### src/rtl/wb_write_queue.sv
// In-order writeback queue feeding the single register-file write port; optional forwarding under WB_QUEUE_FWD_EN.
// Latency: an entry accepted at edge N is presented on rf_* in cycle N+1; pend/fwd combinational from queue state.
// Backpressure: readies from start-of-cycle count only; load owns the last free slot; no stall from the register file.
module wb_write_queue #(
   parameter int DEPTH = 4,
   parameter int XLEN  = 32
) (
   input  logic            clk,
   input  logic            rst,
   input  logic            alu_valid,
   input  logic [4:0]      alu_rd,
   input  logic [XLEN-1:0] alu_data,
   output logic            alu_ready,
   input  logic            ld_valid,
   input  logic [4:0]      ld_rd,
   input  logic [XLEN-1:0] ld_data,
   output logic            ld_ready,
   output logic            rf_we,
   output logic [4:0]      rf_a3,
   output logic [XLEN-1:0] rf_wd,
   input  logic [4:0]      q_a1,
   input  logic [4:0]      q_a2,
   output logic            pend1,
   output logic            pend2,
   output logic [XLEN-1:0] fwd1_data,
   output logic [XLEN-1:0] fwd2_data
);

   localparam int AW = $clog2(DEPTH);
   localparam int CW = AW + 1;

   logic [AW-1:0]   r_rd_ptr;
   logic [AW-1:0]   r_wr_ptr;
   logic [CW-1:0]   r_count;
   logic [4:0]      r_rd_mem   [DEPTH];
   logic [XLEN-1:0] r_data_mem [DEPTH];

   logic            w_ld_enq;
   logic            w_alu_enq;
   logic            w_pop;
   logic [AW-1:0]   w_alu_slot;
   logic [DEPTH-1:0] w_vld;
   logic            w_hit1;
   logic            w_hit2;

   assign ld_ready  = (r_count < CW'(DEPTH));
   assign alu_ready = (r_count < CW'(DEPTH - 1)) | (ld_ready & ~ld_valid);

   // x0 handshakes complete but never occupy a slot
   assign w_ld_enq   = ld_valid & ld_ready & (ld_rd != 5'd0);
   assign w_alu_enq  = alu_valid & alu_ready & (alu_rd != 5'd0);
   assign w_pop      = (r_count != '0);
   assign w_alu_slot = r_wr_ptr + AW'(w_ld_enq);

   always_ff @(posedge clk or negedge rst) begin
      if (!rst) begin
         r_rd_ptr <= '0;
         r_wr_ptr <= '0;
         r_count  <= '0;
      end else begin
         r_rd_ptr <= r_rd_ptr + AW'(w_pop);
         r_wr_ptr <= r_wr_ptr + AW'(w_ld_enq) + AW'(w_alu_enq);
         r_count  <= r_count + CW'(w_ld_enq) + CW'(w_alu_enq) - CW'(w_pop);
      end
   end

   always_ff @(posedge clk) begin
      if (w_ld_enq) begin
         r_rd_mem[r_wr_ptr]   <= ld_rd;
         r_data_mem[r_wr_ptr] <= ld_data;
      end
      if (w_alu_enq) begin
         r_rd_mem[w_alu_slot]   <= alu_rd;
         r_data_mem[w_alu_slot] <= alu_data;
      end
   end

   assign rf_we = w_pop;
   assign rf_a3 = w_pop ? r_rd_mem[r_rd_ptr]   : 5'd0;
   assign rf_wd = w_pop ? r_data_mem[r_rd_ptr] : '0;

   // A slot is live when its distance from the head is below the occupancy
   always_comb begin
      w_vld = '0;
      for (int i = 0; i < DEPTH; i++) begin
         w_vld[i] = ({1'b0, AW'(i) - r_rd_ptr} < r_count);
      end
   end

   always_comb begin
      w_hit1 = 1'b0;
      w_hit2 = 1'b0;
      for (int i = 0; i < DEPTH; i++) begin
         w_hit1 = w_hit1 | (w_vld[i] & (r_rd_mem[i] == q_a1));
         w_hit2 = w_hit2 | (w_vld[i] & (r_rd_mem[i] == q_a2));
      end
   end

   assign pend1 = w_hit1 & (q_a1 != 5'd0);
   assign pend2 = w_hit2 & (q_a2 != 5'd0);

`ifdef WB_QUEUE_FWD_EN
   logic [AW-1:0]   w_slot;
   logic [XLEN-1:0] w_fwd1;
   logic [XLEN-1:0] w_fwd2;

   // Walk oldest to youngest so the last match wins
   always_comb begin
      w_slot = '0;
      w_fwd1 = '0;
      w_fwd2 = '0;
      for (int k = 0; k < DEPTH; k++) begin
         w_slot = r_rd_ptr + AW'(k);
         if (w_vld[w_slot] && (r_rd_mem[w_slot] == q_a1)) w_fwd1 = r_data_mem[w_slot];
         if (w_vld[w_slot] && (r_rd_mem[w_slot] == q_a2)) w_fwd2 = r_data_mem[w_slot];
      end
   end

   assign fwd1_data = pend1 ? w_fwd1 : '0;
   assign fwd2_data = pend2 ? w_fwd2 : '0;
`else
   assign fwd1_data = '0;
   assign fwd2_data = '0;
`endif

endmodule

### config.mk
export PLATFORM = sky130hd
export DESIGN_NAME = wb_write_queue
export DESIGN_NICKNAME = d
export VERILOG_FILES = /design/src/rtl/wb_write_queue.sv
export SDC_FILE = /design/constraint.sdc
export NUM_CORES = 1
export LEC_CHECK = 0
export CELL_PAD_IN_SITES_DETAIL_PLACEMENT = 1
export CELL_PAD_IN_SITES_GLOBAL_PLACEMENT = 1
export CORE_UTILIZATION = 44
export CTS_BUF_LIST = sky130_fd_sc_hd__clkbuf_2
export DETAILED_ROUTE_END_ITERATION = 8
export GPL_TIMING_DRIVEN = 1
export PLACE_DENSITY_LB_ADDON = 0.05
export SYNTH_ARGS = -nofsm -noshare
export SYNTH_HDL_FRONTEND = slang
export SYNTH_SLANG_ARGS = --single-unit
### constraint.sdc
create_clock -name clk -period 3.6 [get_ports clk]
set_clock_uncertainty 0.2 [all_clocks]
set_input_delay 0.54 -clock clk [delete_from_list [all_inputs] [get_ports clk]]
set_output_delay 0.54 -clock clk [all_outputs]
set_load 0.01 [all_outputs]
==> qor.csv <==
stage,metric,value,unit
floorplan,die area,0.0217,mm2
route,Final ANT Viol Nets,0,
synthesis,post-synth top area cell,edfxtp_1,
route,Iteration-0 DRC Markers,244,
global_route,largest net degree at the start of global routing,26,
floorplan,Top Ports,194,
critical_path,CP endpoint kind,output pin,
route,wire per inst,21.8,um
sta,final period utilization,0.956,
synthesis,Synth top cells by count,"edfxtp_1 (148), mux2_4 (76), mux2_2 (72), buf_4 (64), nor2b_1 (38)",
route,wire length on met2,12500,um
critical_path,CP arrival,2700,ps
global_route,initial antenna violation count,1,
route,metal3 WL,769,um
route,wl on met1,9060,um
pwr,pwr dens,741,mW/mm2
synthesis,compound-cell area share of the yosys netlist,0.0133,
critical_path,CP Class,reg -> out,
pwr,Lkg Pwr,4.08,nW
critical_path,worst r2r path cells,9,
outcome,status,"finished, final reports clean",
synthesis,Synth warnings,0,
synthesis,Synth area leaders,"edfxtp_1 (48%), mux2_4 (12%), mux4_2 (9.0%)",
clock_network,clock sink total,155,
floorplan,Initial Utilization,0.454,
synthesis,xor/xnor share of the synthesized area,0.0433,
synthesis,Synth Register Bits,155,
sta,Fin. Hold Viols,0,
sta,max-slew violations,0,
hold_path,Hold Crit Depth,2,
global_route,Total GRT Usage,0.216,
clock_network,CTS tree,built,
clock_network,H-Tree Depth,4,
synthesis,adder-cell share of the synthesized area,0.0164,
finish,Finished Core Util,0.555,
synthesis,"FFs w/ async S/R, synth",0.0452,
synthesis,mux contribution to synthesized area,0.299,
placement,RePlAce Congestion,0.862,
clock_network,cts bufs inserted,17,
synthesis,Simple-Gate Fraction of Synth Area,0.0453,
placement,"Cell Area, Placed",0.0110,mm2
route,DRT Wirelength,22600,um
finish,final net count,850,
clock_network,CTS clock-pin slew for the worst setup and hold paths,250,ps
synthesis,Avg Inst Size Synth,15.6,um2
synthesis,largest family of logic cells by synthesized area,multiplexers,
critical_path,startpoint types,flop,
floorplan,area of the core,0.0205,mm2
sta,Final Setup Violations,0,
placement,IO buf count,129,
synthesis,Yosys cell types,36,
sta,hold slack,341,ps
hold_path,Worst Hold Class,in -> reg,
placement,pre-CTS setup slack,8.79,ps
floorplan,die width,147,um
clock_network,CTS max path bufs,2,
finish,share of cells above drive strength 1,0.372,
pwr,total power,8.42,mW
floorplan,Die Y,147,um
synthesis,netlist area before placement,0.00931,mm2
job,# Max-Cap Violations,0,
route,vias per cell,5.15,
synthesis,"count leader, synth",edfxtp_1,
synthesis,Mapped Cells,598,
pwr,VDD IR-drop max,0.000330,V
critical_path,largest fanout on the critical path,17,
route,top routing layer in use,met4,
finish,"Design Area, Final",0.0114,mm2
clock_network,Worst-Skew Late Latency,730,ps
sta,Setup WS post-layout,159,ps
sta,"Min Clock Period, post-route",3440,ps
synthesis,"EDFF count, synth",148,
finish,synthesis-to-layout area growth,22.1,%
synthesis,register area share after synthesis,0.496,
sta,RSZ-0062 raised after global routing,yes,
route,routed via count,5338,
critical_path,Required @ worst endpoint,2860,ps
clock_network,root buf cell,clkbuf_2,
global_route,vias in the first global route,5940,
floorplan,Cell Rows,52,
synthesis,post-synth top area share,0.477,
sta,FMAX,0.291,GHz
global_route,first-pass GRT wire length,34700,um
route,DR pass1 iterations,4,
placement,HPWL Detailed,16000,um
global_route,total gr overflow,0,
synthesis,top_reg_cell synth,edfxtp_1,
route,Remaining DRCs,0,
## placed cells by master (no fill, tap or decap), types with 3 or more instances in the layout
master	n
nor2b_1	37
buf_12	23
dfrtp_1	5
nor4_1	6
nand3_1	8
nor4_2	4
xor2_1	19
ha_1	9
a21oi_1	3
mux2_4	76
inv_6	4
conb_1	64
buf_4	19
nor3_2	3
xnor2_1	26
edfxtp_1	148
clkinv_2	3
mux2_2	72
inv_1	11
clkbuf_2	19
mux4_2	37
a31o_2	4
clkinvlp_4	3
clkdlybuf4s50_1	127
## metal layers
layer | GRT usage | vias up
met4 | 0.0598 | 0
met5 | 0 | -
met2 | 0.410 | 164
met1 | 0.250 | 2719
met3 | 0.0324 | 22
li1 | - | 2433
## registers in the layout (all words and copies together) (netlist names)
register	cells
r_rd_ptr	2
r_rd_mem	20
r_wr_ptr	2
r_count	3
r_data_mem	128
## critical path, stage by stage, from the launching register on
cell	delay (ps)
dfrtp_4	510
buf_6	260
mux4_2	550
nor2b_1	140
clkdlybuf4s50_1	500
## path summary, 6_finish.rpt
kind                             start           endpoint  slack (ps)
setup / recovery           r_rd_ptr[0]           rf_wd[0]         160
hold / removal             ld_data[24]  r_data_mem[3][24]         340
setup reg to reg            r_count[2]   r_data_mem[0][0]         720
hold reg to reg             r_count[1]         r_count[2]         540
max in group asynchronous          rst        r_rd_ptr[0]        2540
min in group asynchronous          rst        r_rd_ptr[0]         380
## layout make-up
class                           instances  area (um2)
Timing Repair Buffer                  174        1920
Multi-Input combinational cell        390        4210
Sequential cell                       155        4620
Clock inverter                         15         138
Antenna cell                            2        5.00
Tap cell                              270         338
Fill cell                            1995        9130
Inverter                               13        48.8
Clock buffer                           17        85.1
## repair_timing
item	4_1_cts	5_1_grt
gates resized for setup	11	11
buffers inserted	0	2
hold buffers	1	0
pin swaps	4	1
endpoints found under the setup margin	25	26
hold endpoints to repair	7	0
## per-stage QoR
step / setup TNS (ps) / cells
after floorplan: 0 / 661
after global placement: 0 / 999
after detailed placement: 0 / 999
after CTS: -3.16 / 1032
after global routing: -68.3 / 1036
final: 0 / 1036
## where the power goes
part | switching (mW) | total [mW] | internal [mW] | leakage, nW
registers | 0.224 | 2.89 | 2.67 | 1.44
clock network | 0.683 | 0.945 | 0.262 | 0.133
logic | 2.09 | 4.58 | 2.49 | 2.52
## cells by family after synthesis
family | after synthesis
multiplexers | 185
AO/OA/AOI/OAI | 15
buffers and inverters | 116
flip-flops | 155
other | 1
XOR/XNOR | 46
AND/OR/NAND/NOR | 69
adder cells (fa/ha/maj) | 11
No activity file was read; power rests on OpenSTA's default activity.
==> edit: new RTL, config.mk and constraints unchanged <==
The parameter `DEPTH` goes from 4 to 8.
--- a/src/rtl/wb_write_queue.sv
+++ b/src/rtl/wb_write_queue.sv
@@ -4,3 +4,3 @@
 module wb_write_queue #(
-   parameter int DEPTH = 4,
+   parameter int DEPTH = 8,
    parameter int XLEN  = 32
Function: changed (a bounded check fails within 4 cycles, from zero or initial values and one cycle with rst low).
==> edit against the original RTL <==
  * Sequential cell count grew 151
  * Utilization hardly changed
  * The flow now finishes with violations (setup timing)
  * Critical endpoint is now pend1
  * Area after synthesis rose by 87%
  * Routed wire length up 120%
  * Worst setup slack worse by 520 ps
  * Via count is 110% higher
  * Power grew 89%
  * Cell area up 89%
==> edit: results (changes against the original RTL) <==
Parameter                              Value

Route
  Total detailed-routing wirelength    50.38 mm (was 22.60 mm)
  Routed wire per std cell    24.99 um (was 21.81 um)
  Via density per instance    5.502 (was 5.153)

Clock tree
  Clock Latency Late Sink    890 ps (was 730 ps)
  Maximum level of the CTS H-tree    3 (was 4)

Status
  Violated checks    setup timing
  Result of the run    finished with violations (was completed)

Worst setup path
  Slowest cell on crit path    sky130_fd_sc_hd__dfrtp_4 (was sky130_fd_sc_hd__mux4_2)
  Worst r2r src    r_count[3] (was r_count[2])
  Critical Path Sink    pend1 (was rf_wd[0])
  Count of cells along the worst register-to-register path    11 (was 9)
  CP Data Arrival Time    3220 ps (was 2700 ps)
  Endpoint of the worst-slack reg-to-reg timing path    r_data_mem[7][20] (was r_data_mem[0][0])
  Reg2reg setup slack    430 ps (was 720 ps)

Power and ir drop
  Leak Pwr    7.726 nW (was 4.085 nW)
  PnR Total Power    15.88 mW (was 8.420 mW)
  Net Switching    5.909 mW (was 2.998 mW)

Cells and area
  Number of nets in the layout    1549 (was 850)
  Share of final-layout standard cells stronger than drive strength 1    46.12% (was 37.17%)

Yosys
  Complex-gate fraction of the synthesized area    2.409% (was 1.330%)
  Leading post-synthesis cells by cell area    sky130_fd_sc_hd__edfxtp_1, sky130_fd_sc_hd__mux2_2, sky130_fd_sc_hd__mux4_2, sky130_fd_sc_hd__buf_4, sky130_fd_sc_hd__xor2_1 (was sky130_fd_sc_hd__edfxtp_1, sky130_fd_sc_hd__mux2_4, sky130_fd_sc_hd__mux4_2, sky130_fd_sc_hd__mux2_2, sky130_fd_sc_hd__buf_4)

STA
  Final-report setup violation count    30 (was 0)
  Fin worst setup slack    -360.2 ps (was 159.4 ps)

Min path
  Worst Hold Endpoint    r_rd_mem[1][4] (was r_data_mem[3][24])
  Worst hold path cell count    3 (was 2)

Place
  Estimated wirelength of the detail-placed design    32.01 mm (was 16.04 mm)
==> edit: per-stage QoR <==
stage | utilization (%) | cell area, um2
6_report | 55.49 | 21540
2_1_floorplan | - | 17700
3_3_place_gp | 52.13 | 20240
4_1_cts | 55.13 | 21400
3_5_place_dp | 52.13 | 20240
5_1_grt | 55.47 | 21540
==> edit: layout make-up <==
| cell class | count | share of cell area [%] |
|---|---|---|
| flip-flops and latches | 306 | 42.46 |
| multi-input cells | 771 | 36.95 |
| repair buffers | 255 | 13.75 |
| well taps | 518 | 3.008 |
| clock buffers | 123 | 2.857 |
| clock inverters | 22 | 0.6330 |
| inverters | 17 | 0.2962 |
| diodes | 4 | 0.04646 |
==> edit: critical path: cells and delay by family, from the launching register on <==
kind,cells,cell delay [ps]
compound gates,3,750
flops,1,490
fa+ha+maj,2,460
buf+inv,2,280
xor+xnor,1,190
simple gates,2,170
